===== config.mk =====
export PLATFORM = sky130hd
export DESIGN_NAME = serial_block_subtractor
export DESIGN_NICKNAME = d
export VERILOG_FILES = /design/src/rtl/serial_block_subtractor.sv
export SDC_FILE = /design/constraint.sdc
export NUM_CORES = 1
export LEC_CHECK = 0
export ABC_AREA = 1
export BUFFER_PORTS_ARGS = -buffer_cell sky130_fd_sc_hd__buf_2
export CORE_MARGIN = 8
export CORE_UTILIZATION = 40
export CTS_BUF_LIST = sky130_fd_sc_hd__clkbuf_4 sky130_fd_sc_hd__clkbuf_8
export CTS_CLUSTER_DIAMETER = 100
export DETAILED_ROUTE_END_ITERATION = 16
export GPL_TIMING_DRIVEN = 0
export PLACE_DENSITY_LB_ADDON = 0.08
export SETUP_SLACK_MARGIN = 0.5
export SLEW_MARGIN = 20
export SYNTH_ARGS = -nofsm -noshare
export SYNTH_HDL_FRONTEND = slang
export SYNTH_SLANG_ARGS = --single-unit

===== constraint.sdc =====
create_clock -name iClk -period 3.7 [get_ports iClk]
set_input_delay 0.555 -clock iClk [delete_from_list [all_inputs] [get_ports iClk]]
set_output_delay 0.555 -clock iClk [all_outputs]
set_load 0.1 [all_outputs]

===== src/rtl/serial_block_subtractor.sv =====
// serial_block_subtractor
//
// Block-serial two's-complement subtractor. It computes A - B - iBorrow one
// BLOCK_WIDTH slice per clock, least-significant slice first. A registered
// borrow carries from each slice into the next. Valid/ready handshakes on
// both sides let the block sit in a streaming datapath.
//
// Parameters
//   WIDTH        operand/result width; must be a multiple of BLOCK_WIDTH
//   BLOCK_WIDTH  bits processed per cycle; N = WIDTH/BLOCK_WIDTH slices
//
// Optional feature (macro SUB_OVERFLOW_EN)
//   When defined, the oOvf port and the signed-overflow flag are added.
//   When undefined, neither the port nor the logic exists.
//
// Ports
//   iClk     in   clock, rising edge
//   iRstn    in   asynchronous active-low reset
//   iValid   in   operand valid
//   oReady   out  operand accept (high only in IDLE)
//   iA       in   minuend
//   iB       in   subtrahend
//   iBorrow  in   borrow-in, subtracted at bit 0
//   oValid   out  result valid (DONE)
//   iReady   in   result accept by downstream
//   oD       out  A - B - iBorrow mod 2^WIDTH; defined only while oValid=1
//   oBorrow  out  1 iff unsigned A < B + iBorrow
//   oOvf     out  signed overflow (SUB_OVERFLOW_EN only)
//
// Latency is N cycles from accept to oValid. The minimum issue interval
// is N+2 cycles.

module serial_block_subtractor #(
    parameter int WIDTH       = 32,
    parameter int BLOCK_WIDTH = 8
) (
    input  logic             iClk,
    input  logic             iRstn,
    input  logic             iValid,
    output logic             oReady,
    input  logic [WIDTH-1:0] iA,
    input  logic [WIDTH-1:0] iB,
    input  logic             iBorrow,
    output logic             oValid,
    input  logic             iReady,
    output logic [WIDTH-1:0] oD,
`ifdef SUB_OVERFLOW_EN
    output logic             oOvf,
`endif
    output logic             oBorrow
);

    localparam int N  = WIDTH / BLOCK_WIDTH;
    localparam int KW = $clog2(N + 1);

    typedef enum logic [1:0] {IDLE, BUSY, DONE} state_t;

    state_t                 state_q;
    logic [WIDTH-1:0]       a_q, b_q, d_q, d_d;
    logic                   bin_q;      // running borrow between slices
    logic [KW-1:0]          k_q;        // current slice index
    logic                   valid_q, ready_q, borrow_q;

    logic [BLOCK_WIDTH-1:0] a_sl, b_sl;
    logic [BLOCK_WIDTH:0]   sub;        // {borrow-out, slice difference}
    logic                   last_slice;

`ifdef SUB_OVERFLOW_EN
    logic                   ovf_q;
    logic                   ovf_d;
`endif

    // Slice select and the single BLOCK_WIDTH subtract cell. Slice k of the
    // result is merged into d_d while all other slices are kept.
    always_comb begin
        a_sl = '0;
        b_sl = '0;
        for (int i = 0; i < N; i++) begin
            if (k_q == KW'(i)) begin
                a_sl = a_q[i*BLOCK_WIDTH +: BLOCK_WIDTH];
                b_sl = b_q[i*BLOCK_WIDTH +: BLOCK_WIDTH];
            end
        end
        // The zero-extended subtract wraps negative exactly when a borrow
        // leaves the slice, so the top bit is the new borrow.
        sub = {1'b0, a_sl} - {1'b0, b_sl} - {{BLOCK_WIDTH{1'b0}}, bin_q};
        d_d = d_q;
        for (int i = 0; i < N; i++) begin
            if (k_q == KW'(i)) begin
                d_d[i*BLOCK_WIDTH +: BLOCK_WIDTH] = sub[BLOCK_WIDTH-1:0];
            end
        end
        last_slice = (k_q == KW'(N - 1));
    end

`ifdef SUB_OVERFLOW_EN
    // The result MSB is produced by the top slice, which is the one being
    // computed when last_slice is high.
    assign ovf_d = (a_q[WIDTH-1] ^ b_q[WIDTH-1]) &
                   (sub[BLOCK_WIDTH-1] ^ a_q[WIDTH-1]);
`endif

    always_ff @(posedge iClk or negedge iRstn) begin
        if (!iRstn) begin
            state_q  <= IDLE;
            a_q      <= '0;
            b_q      <= '0;
            d_q      <= '0;
            bin_q    <= 1'b0;
            k_q      <= '0;
            valid_q  <= 1'b0;
            ready_q  <= 1'b1;
            borrow_q <= 1'b0;
`ifdef SUB_OVERFLOW_EN
            ovf_q    <= 1'b0;
`endif
        end else begin
            case (state_q)
                IDLE: begin
                    if (iValid) begin
                        a_q     <= iA;
                        b_q     <= iB;
                        bin_q   <= iBorrow;
                        k_q     <= '0;
                        ready_q <= 1'b0;
                        state_q <= BUSY;
                    end
                end
                BUSY: begin
                    d_q   <= d_d;
                    bin_q <= sub[BLOCK_WIDTH];
                    if (last_slice) begin
                        borrow_q <= sub[BLOCK_WIDTH];
`ifdef SUB_OVERFLOW_EN
                        ovf_q    <= ovf_d;
`endif
                        valid_q  <= 1'b1;
                        state_q  <= DONE;
                    end else begin
                        k_q <= k_q + 1'b1;
                    end
                end
                DONE: begin
                    // Results hold until downstream takes them; new
                    // operands are not considered here.
                    if (iReady) begin
                        valid_q <= 1'b0;
                        ready_q <= 1'b1;
                        state_q <= IDLE;
                    end
                end
                default: begin
                    state_q <= IDLE;
                    valid_q <= 1'b0;
                    ready_q <= 1'b1;
                end
            endcase
        end
    end

    assign oReady  = ready_q;
    assign oValid  = valid_q;
    assign oD      = d_q;
    assign oBorrow = borrow_q;
`ifdef SUB_OVERFLOW_EN
    assign oOvf    = ovf_q;
`endif

endmodule


==> run summary, run 1 <==
## Status
- **run status** complete, no violations

## Yosys
- **portion of the post-synthesis area used by sequential elements** 0.532
- **Post-Synthesis Net Count** 685
- **ranking of synthesized cells by area** sky130_fd_sc_hd__dfrtp_1, sky130_fd_sc_hd__nand2_1, sky130_fd_sc_hd__ha_1
- **count of yosys warnings during synthesis** 0
- **number of storage elements in the synthesis netlist** 105
- **share of the synthesized area in the top cell type** 0.527
- **primary flip-flop cell chosen by synthesis mapping** sky130_fd_sc_hd__dfrtp_1
- **Post-Synthesis Mean Instance Area** 8.27 um^2
- **number of flops mapped to enable cells by yosys** 0
- **Cell Area, Synth** 4940 um^2
- **share of flip-flops with an asynchronous set or reset after synthesis** 1.00
- **Post-synth top cells** sky130_fd_sc_hd__nand2_1, sky130_fd_sc_hd__dfrtp_1, sky130_fd_sc_hd__inv_1
- **number of instances in the synthesized netlist** 597
- **most common cell in the netlist** sky130_fd_sc_hd__nand2_1
- **number of distinct library cell variants in the gate-level netlist after synthesis** 37
- **cell taking the most area after synthesis** sky130_fd_sc_hd__dfrtp_1

## Place
- **global placement routability congestion** 0.780
- **instance area at placement** 5670 um^2
- **PortBufs** 103
- **final HPWL from detailed placement** 10.2 mm

## Clock network
- **hold-fix buffers at CTS** 0
- **Clock Tree Buf Depth** 2
- **number of clock sinks seen by CTS** 105
- **clock tree from TritonCTS** built
- **clock slew at reported path FFs** 90 ps
- **Max H-tree Level** 3
- **clock insertion delay at the later pin of the skew report** 380 ps
- **Clk Tree Root Cell** sky130_fd_sc_hd__clkbuf_8
- **number of clock buffers inserted by TritonCTS** 9

## Final layout
- **area delta synth->final** 29.6%
- **register area** 2630 um^2
- **Post-layout nets** 812
- **post-route cell area** 6400 um^2
- **fraction of layout instances using a drive strength above 1** 0.297
- **footprint of the multi-input gates** 2390 um^2
- **Antenna diodes** 0
- **# fillers** 1161

## Routing
- **average wire length per cell after detail routing** 16.0 um
- **vias after detailed routing** 4351
- **Detailed Route Iter0 Violations** 248
- **ratio of routed vias to standard cells** 4.97
- **overall routed net length** 14.0 mm
- **DRC violations left** 0
- **DRT antenna net count** 0
- **number of search-and-repair iterations in the first detailed-routing pass** 4

## STA
- **Hold Slack** 113 ps
- **slew of the pin with the lowest slew margin** 581 ps
- **Tcrit/Tclk final** 0.868
- **Layout Skew** 14.7 ps
- **hold violation total from the final report** 0
- **max-slew violation total from the final report** 0
- **Final min period** 3210 ps
- **final setup vio count** 0
- **worst slew margin relative to its limit** 0.613
- **unrepaired setup endpoints after global routing** yes
- **achievable frequency** 0.311 GHz

## Global routing
- **final global-route overflow total** 0
- **vias in the first global route** 4471
- **wire length of the first global-routing pass** 22.7 mm
- **pin count of the biggest net entering global routing** 57
- **total routing resource utilization after global routing** 0.176
- **number of antenna violations at the first check in global routing** 0

## Floorplan
- **die outline height** 127 um
- **die outline width** 127 um
- **core area** 12000 um^2
- **# IOs** 104
- **die area** 16200 um^2
- **initial core utilization** 0.411
- **row count** 40

## Setup path
- **startpoint kind of the worst setup timing path** register
- **CP delay by family, top** adder cells
- **Max Fanout on Critical Path** 10
- **combined buffer and inverter count along the critical path** 3
- **delay of the slowest critical-path stage** 430 ps
- **data arrival time of the worst path** 3510 ps
- **critical path type** reg -> reg
- **endpoint class of the critical path** register
- **cell with the biggest individual delay on the critical path** sky130_fd_sc_hd__dfrtp_1
- **cell-by-cell trace of the critical path** buf_4, ha_2, ha_4, clkbuf_16, a311oi_4, a21oi_4, fa_2, inv_2, fa_2, nor2_4, o21bai_4, nand4_1, nand2_1, nor2_2, nor2_2, nor2_1, o21ai_1
- **Worst EP required** 4000 ps

## Run
- **max capacitance violation total** 0

## Hold path
- **worst min-delay path category** in -> async

==> final cells by class <==
| type | instances | area share |
|---|---|---|
| flip-flops and latches | 105 | 0.411 |
| plain buffers | 24 | 0.0248 |
| well taps | 147 | 0.0287 |
| clock buffers | 12 | 0.0238 |
| clock inverters | 3 | 0.0102 |
| inverters | 39 | 0.0235 |
| repair buffers | 116 | 0.105 |
| multi-input cells | 429 | 0.373 |
==> stage by stage <==
stage / utilization / setup slack, ps / instances / setup TNS (ps)
global route: 0.533 / 355 / 875 / 0
detailed placement: 0.472 / -194 / 848 / -865
CTS: 0.503 / 522 / 866 / 0
global placement: 0.469 / -129 / 847 / -453
floorplan: - / 677 / 597 / 0
finish: 0.533 / 489 / 875 / 0
==> cells by family (layout without fill, tap and decap cells) <==
| kind of cell | Yosys count | count (layout) | synth area share |
|---|---|---|---|
| DFF | 105 | 105 | 0.532 |
| AOI/OAI and AO/OA | 71 | 71 | 0.0907 |
| adders and majority gates | 19 | 19 | 0.0512 |
| xor gates and xnor gates | 4 | 4 | 0.00862 |
| buffers and inverters | 63 | 194 | 0.0502 |
| and+or+nand+nor | 335 | 335 | 0.267 |
==> flip-flops by register name (all words and copies together) (netlist names) <==
| name | count |
|---|---|
| a_q | 32 |
| state_q | 2 |
| k_q | 3 |
| b_q | 32 |
| oValid | 1 |
| bin_q | 1 |
| oBorrow | 1 |
| oD | 32 |
| oReady | 1 |
==> routing by layer <==
layer | share of wire | wire [um] | track usage
met5 | 0 | 0 | 0
met4 | 0.019 | 272 | 0.0693
met3 | 0.052 | 722 | 0.0349
met2 | 0.46 | 6480 | 0.275
met1 | 0.47 | 6500 | 0.234
==> worst register-to-register path: cells and delay by family (launching register included) <==
kind            cells  cell delay, ps
compound gates      4             660
fa+ha+maj           4             990
simple gates        6             630
flops               1             430
buf+inv             3             410
==> path summary, 6_finish.rpt <==
kind,startpoint,end,slack [ps],cells past startpoint
setup / recovery,k_q[1],bin_q,490,17
hold / removal,iRstn,state_q[1],110,1
setup reg to reg,k_q[1],bin_q,490,17
hold reg to reg,oReady,oReady,470,2
max in group asynchronous,iRstn,oReady,2930,2
min in group iClk,iA[11],a_q[11],360,3
==> cells in the final DEF, fill, tap and decap left out, drive strengths merged <==
master,Yosys,final
a21boi,1,1
nand3,16,16
o211ai,1,1
a211oi,1,1
dfrtp,104,104
o31ai,7,7
nand2,287,287
a311oi,7,7
a22oi,1,1
buf,12,129
a21oi,14,14
o21ai,30,30
clkbuf,12,23
dfstp,1,1
ha,17,17
xnor2,1,1
nand3b,1,1
bufinv,0,2
a221oi,7,7
clkinv,1,2
o21a,1,1
o21bai,1,1
fa,2,2
xor2,3,3
inv,38,38
nand4,1,1
nor2,30,30
==> timing repair <==
item,CTS,global route
gates cloned,0,2
setup endpoints to repair,30,22
setup buffers,3,7
pin swaps,4,21
gates resized for setup,32,69
Power of run 1 is not shown: default switching activity piles up to over one toggle a cycle in this logic, so the estimate is an artifact.
==> inputs of run 2 (changes only) <==
- CORE_UTILIZATION: 40 -> 57
==> run 2 against run 1 <==
Against the previous run:
- utilization grew 18 points
- largest cell class unchanged
- critical path type unchanged
- global-route usage grew 5.5 points
- clock skew grew 0.73 ps
- cell count shrank 5.1%
- worst hold slack lost 29 ps
==> run summary, run 2 (synthesized netlist as in run 1, its figures left out) <==
## Routing
- **vias after detailed routing** 4401
- **Detailed Route Iter0 Violations** 239
- **number of search-and-repair iterations in the first detailed-routing pass** 5
- **overall routed net length** 13.1 mm
- **average wire length per cell after detail routing** 15.8 um
- **DRT antenna net count** 0
- **ratio of routed vias to standard cells** 5.30
- **DRC violations left** 0

## Global routing
- **wire length of the first global-routing pass** 21.6 mm
- **number of antenna violations at the first check in global routing** 0
- **pin count of the biggest net entering global routing** 64
- **final global-route overflow total** 0
- **total routing resource utilization after global routing** 0.231
- **vias in the first global route** 4556

## Final layout
- **Antenna diodes** 0
- **area delta synth->final** 22.6%
- **commonest non-fill, non-tap cell in the layout** sky130_fd_sc_hd__nand2_1
- **fraction of layout instances using a drive strength above 1** 0.259
- **Post-layout nets** 805
- **top library cells by usage in the layout, fill and taps aside** sky130_fd_sc_hd__nand2_1, sky130_fd_sc_hd__buf_2, sky130_fd_sc_hd__dfrtp_1

## Hold path
- **worst min-delay path category** in -> async

## Floorplan
- **# IOs** 104
- **die area** 11900 um^2
- **die outline width** 109 um
- **die outline height** 109 um
- **row count** 34
- **core area** 8550 um^2
- **initial core utilization** 0.578

## Setup path
- **Worst EP required** 3940 ps
- **CP delay by family, top** adder cells
- **critical path type** reg -> reg
- **endpoint class of the critical path** register
- **combined buffer and inverter count along the critical path** 3
- **startpoint kind of the worst setup timing path** register
- **cell with the biggest individual delay on the critical path** sky130_fd_sc_hd__dfrtp_1
- **data arrival time of the worst path** 3430 ps
- **delay of the slowest critical-path stage** 450 ps
- **Max Fanout on Critical Path** 5
- **cell-by-cell trace of the critical path** inv_2, ha_2, nand2_2, nor2_4, buf_6, nand2_1, a311oi_2, a21oi_1, ha_1, inv_1, ha_2, nand2_1, nor2_1, a211oi_2, nand2_2, xor2_2, o21ai_1

## Clock network
- **hold-fix buffers at CTS** 0
- **clock slew at reported path FFs** 100 ps
- **clock tree from TritonCTS** built
- **clock insertion delay at the later pin of the skew report** 370 ps
- **number of clock sinks seen by CTS** 105
- **Max H-tree Level** 3
- **number of clock buffers inserted by TritonCTS** 9
- **Clk Tree Root Cell** sky130_fd_sc_hd__clkbuf_8
- **Clock Tree Buf Depth** 2

## STA
- **max-slew violation total from the final report** 0
- **slew of the pin with the lowest slew margin** 561 ps
- **achievable frequency** 0.314 GHz
- **Hold Slack** 83.6 ps
- **hold violation total from the final report** 0
- **worst slew margin relative to its limit** 0.626
- **final setup vio count** 0
- **sum of negative setup slack** 0 ps
- **Tcrit/Tclk final** 0.861
- **unrepaired setup endpoints after global routing** yes
- **Final min period** 3190 ps
- **Layout Skew** 15.4 ps

## Place
- **PortBufs** 103
- **final HPWL from detailed placement** 9.69 mm
- **global placement routability congestion** 0.860

## Status
- **run status** complete, no violations

## Run
- **max capacitance violation total** 0

[run 2: through the flow]
stage / setup slack [ps] / util / instance area (um^2) / instances
finish: 513 / 0.708 / 6060 / 830
global route: 367 / 0.708 / 6060 / 830
CTS: 514 / 0.698 / 5970 / 829
detailed placement: -124 / 0.658 / 5620 / 809
global placement: -62.3 / 0.654 / 5590 / 808
floorplan: 677 / - / 4940 / 597
[run 2: final timing paths]
kind | from | end | slack, ps | cells after the start
worst max-delay path | k_q[1] | oD[13] | 510 | 17
worst min-delay path | iRstn | state_q[1] | 80 | 1
worst max register to register | k_q[1] | oD[13] | 510 | 17
worst min register to register | oD[18] | oD[18] | 480 | 2
max in group asynchronous | iRstn | b_q[11] | 2960 | 2
min in group iClk | iA[0] | a_q[0] | 380 | 3
[run 2: timing repair]
action | CTS | global route
resized for setup | 30 | 25
pin swaps | 7 | 15
gates cloned | 1 | 0
setup buffers | 3 | 1
endpoints found under the setup margin | 30 | 18
[run 2: cell type report]
class / count / area [um^2]
sequential: 105 / 2630
timing repair buffer: 109 / 591
clock buffer: 12 / 153
multi-input combinational: 429 / 2190
clock inverter: 4 / 76.3
fill: 676 / 2490
inverter: 39 / 148
tap: 108 / 135
buffer: 24 / 134
[run 2: metal layers]
layer  track usage  vias up  part of all wire
met1         0.288     2088              0.42
li1              -     2128                 -
met3        0.0573       21             0.075
met5             0        -                 0
met2         0.379      164              0.48
met4        0.0899        0             0.022
Power of run 2 is left out for the same reason.
==> inputs of run 3 (changes only) <==
- RECOVER_POWER: unset -> 50
==> run 3 against run 2 <==
Against the previous run:
- the flow now finishes with violations (capacitance limit, slew limit)
- cell count unchanged
- global-route usage unchanged
- first-iteration DRC count fell by 4.6%
- die area unchanged
- maximum frequency is essentially flat
- worst hold slack better by 290 ps
- register-to-register slack about the same
- cell area down 0.31%
- count of clock-buffer cells in the layout unchanged
- via count is 0.11% lower
- worst setup slack got worse by 2.8 ps
- sequential share of layout area rose by 0.13 points
- critical path type unchanged
==> run summary, run 3 (synthesized netlist as in run 1, its figures left out) <==
## Clock network
- **clock insertion delay at the later pin of the skew report** 370 ps
- **number of clock buffers inserted by TritonCTS** 9
- **Clk Tree Root Cell** sky130_fd_sc_hd__clkbuf_8
- **Max H-tree Level** 3
- **hold-fix buffers at CTS** 0
- **number of clock sinks seen by CTS** 105
- **Clock Tree Buf Depth** 2
- **clock slew at reported path FFs** 100 ps
- **clock tree from TritonCTS** built

## Routing
- **vias after detailed routing** 4396
- **ratio of routed vias to standard cells** 5.30
- **DRT antenna net count** 0
- **Detailed Route Iter0 Violations** 228
- **overall routed net length** 13.1 mm
- **number of search-and-repair iterations in the first detailed-routing pass** 5
- **average wire length per cell after detail routing** 15.8 um
- **DRC violations left** 0

## Place
- **final HPWL from detailed placement** 9.69 mm
- **PortBufs** 103
- **global placement routability congestion** 0.860

## Setup path
- **startpoint kind of the worst setup timing path** register
- **cell-by-cell trace of the critical path** inv_2, ha_2, nand2_2, nor2_4, buf_6, nand2_1, a311oi_2, a21oi_1, ha_1, inv_1, ha_2, nand2_1, nor2_1, a211oi_2, nand2_2, xor2_2, o21ai_1
- **cell with the biggest individual delay on the critical path** sky130_fd_sc_hd__dfrtp_1
- **data arrival time of the worst path** 3430 ps
- **combined buffer and inverter count along the critical path** 3
- **Max Fanout on Critical Path** 5
- **delay of the slowest critical-path stage** 450 ps
- **Worst EP required** 3940 ps
- **CP delay by family, top** adder cells
- **endpoint class of the critical path** register
- **critical path type** reg -> reg

## Floorplan
- **# IOs** 104
- **initial core utilization** 0.578
- **die outline height** 109 um
- **row count** 34
- **core area** 8550 um^2
- **die area** 11900 um^2
- **die outline width** 109 um

## Global routing
- **wire length of the first global-routing pass** 21.6 mm
- **pin count of the biggest net entering global routing** 64
- **vias in the first global route** 4556
- **total routing resource utilization after global routing** 0.231
- **final global-route overflow total** 0
- **number of antenna violations at the first check in global routing** 0

## STA
- **sum of negative setup slack** 0 ps
- **Final min period** 3190 ps
- **max-slew violation total from the final report** 43
- **Layout Skew** 15.0 ps
- **hold violation total from the final report** 0
- **achievable frequency** 0.313 GHz
- **Tcrit/Tclk final** 0.862
- **unrepaired setup endpoints after global routing** yes
- **slew of the pin with the lowest slew margin** 2400 ps
- **final setup vio count** 0
- **worst slew margin relative to its limit** -0.599

## Run
- **max capacitance violation total** 1

## Final layout
- **Post-layout nets** 805
- **end-of-flow core utilization** 0.706
- **top library cells by usage in the layout, fill and taps aside** sky130_fd_sc_hd__nand2_1, sky130_fd_sc_hd__dfrtp_1, sky130_fd_sc_hd__buf_2
- **area delta synth->final** 22.2%
- **commonest non-fill, non-tap cell in the layout** sky130_fd_sc_hd__nand2_1
- **fraction of layout instances using a drive strength above 1** 0.244
- **Antenna diodes** 0

## Status
- **run status** finished, violations left
- **violations in the final reports** capacitance limit, slew limit

## Hold path
- **worst min-delay path category** in -> reg

==> run 3: layout make-up <==
cell class / count / area (um^2)
Buffer: 24 / 133
Clock buffer: 12 / 153
Clock inverter: 4 / 76.3
Fill cell: 678 / 2510
Inverter: 39 / 148
Multi-Input combinational cell: 429 / 2190
Sequential cell: 105 / 2630
Tap cell: 108 / 135
Timing Repair Buffer: 109 / 573
==> run 3: timing repair <==
item / CTS / global route
pin swaps: 7 / 15
resized for setup: 30 / 25
endpoints found under the setup margin: 30 / 18
cloned: 1 / 0
setup buffers: 3 / 1
==> run 3: metal layers <==
layer	up-vias	global-route usage	wire length (um)
met1	2083	0.288	5570
met3	21	0.0573	927
met4	0	0.0899	295
li1	2123	-	-
met2	169	0.379	6310
met5	-	0	0
==> run 3: worst paths after layout <==
| check | from | endpoint | slack, ps | cells after the start |
|---|---|---|---|---|
| worst max register to register | k_q[1] | oD[13] | 510 | 17 |
| min in group asynchronous | iRstn | state_q[1] | 900 | 1 |
| max in group asynchronous | iRstn | b_q[9] | 1420 | 1 |
| worst min register to register | oD[10] | oD[10] | 480 | 2 |
| worst max-delay path | k_q[1] | oD[13] | 510 | 17 |
| worst min-delay path | iA[0] | a_q[0] | 380 | 3 |
==> run 3: per-stage QoR <==
stage          cell area [um^2]  setup WS (ps)  hold slack [ps]  std cells
3_3_place_gp               5590          -62.3              451        808
5_1_grt                    6040            367              361        830
4_1_cts                    5970            514             90.4        829
2_1_floorplan              4940            677              259        597
6_report                   6040            510              375        830
3_5_place_dp               5620           -124              459        809
==> run 3: worst reg2reg max path, cell delays in order (launching register included) <==
cell and delay, ps:
sky130_fd_sc_hd__dfrtp_1 450, sky130_fd_sc_hd__inv_2 110, sky130_fd_sc_hd__ha_2 200, sky130_fd_sc_hd__nand2_2 80
sky130_fd_sc_hd__nor2_4 150, sky130_fd_sc_hd__buf_6 140, sky130_fd_sc_hd__nand2_1 70, sky130_fd_sc_hd__a311oi_2 220
sky130_fd_sc_hd__a21oi_1 90, sky130_fd_sc_hd__ha_1 300, sky130_fd_sc_hd__inv_1 70, sky130_fd_sc_hd__ha_2 310
sky130_fd_sc_hd__nand2_1 90, sky130_fd_sc_hd__nor2_1 60, sky130_fd_sc_hd__a211oi_2 240, sky130_fd_sc_hd__nand2_2 120
sky130_fd_sc_hd__xor2_2 270, sky130_fd_sc_hd__o21ai_1 100
Power of run 3 is left out for the same reason.
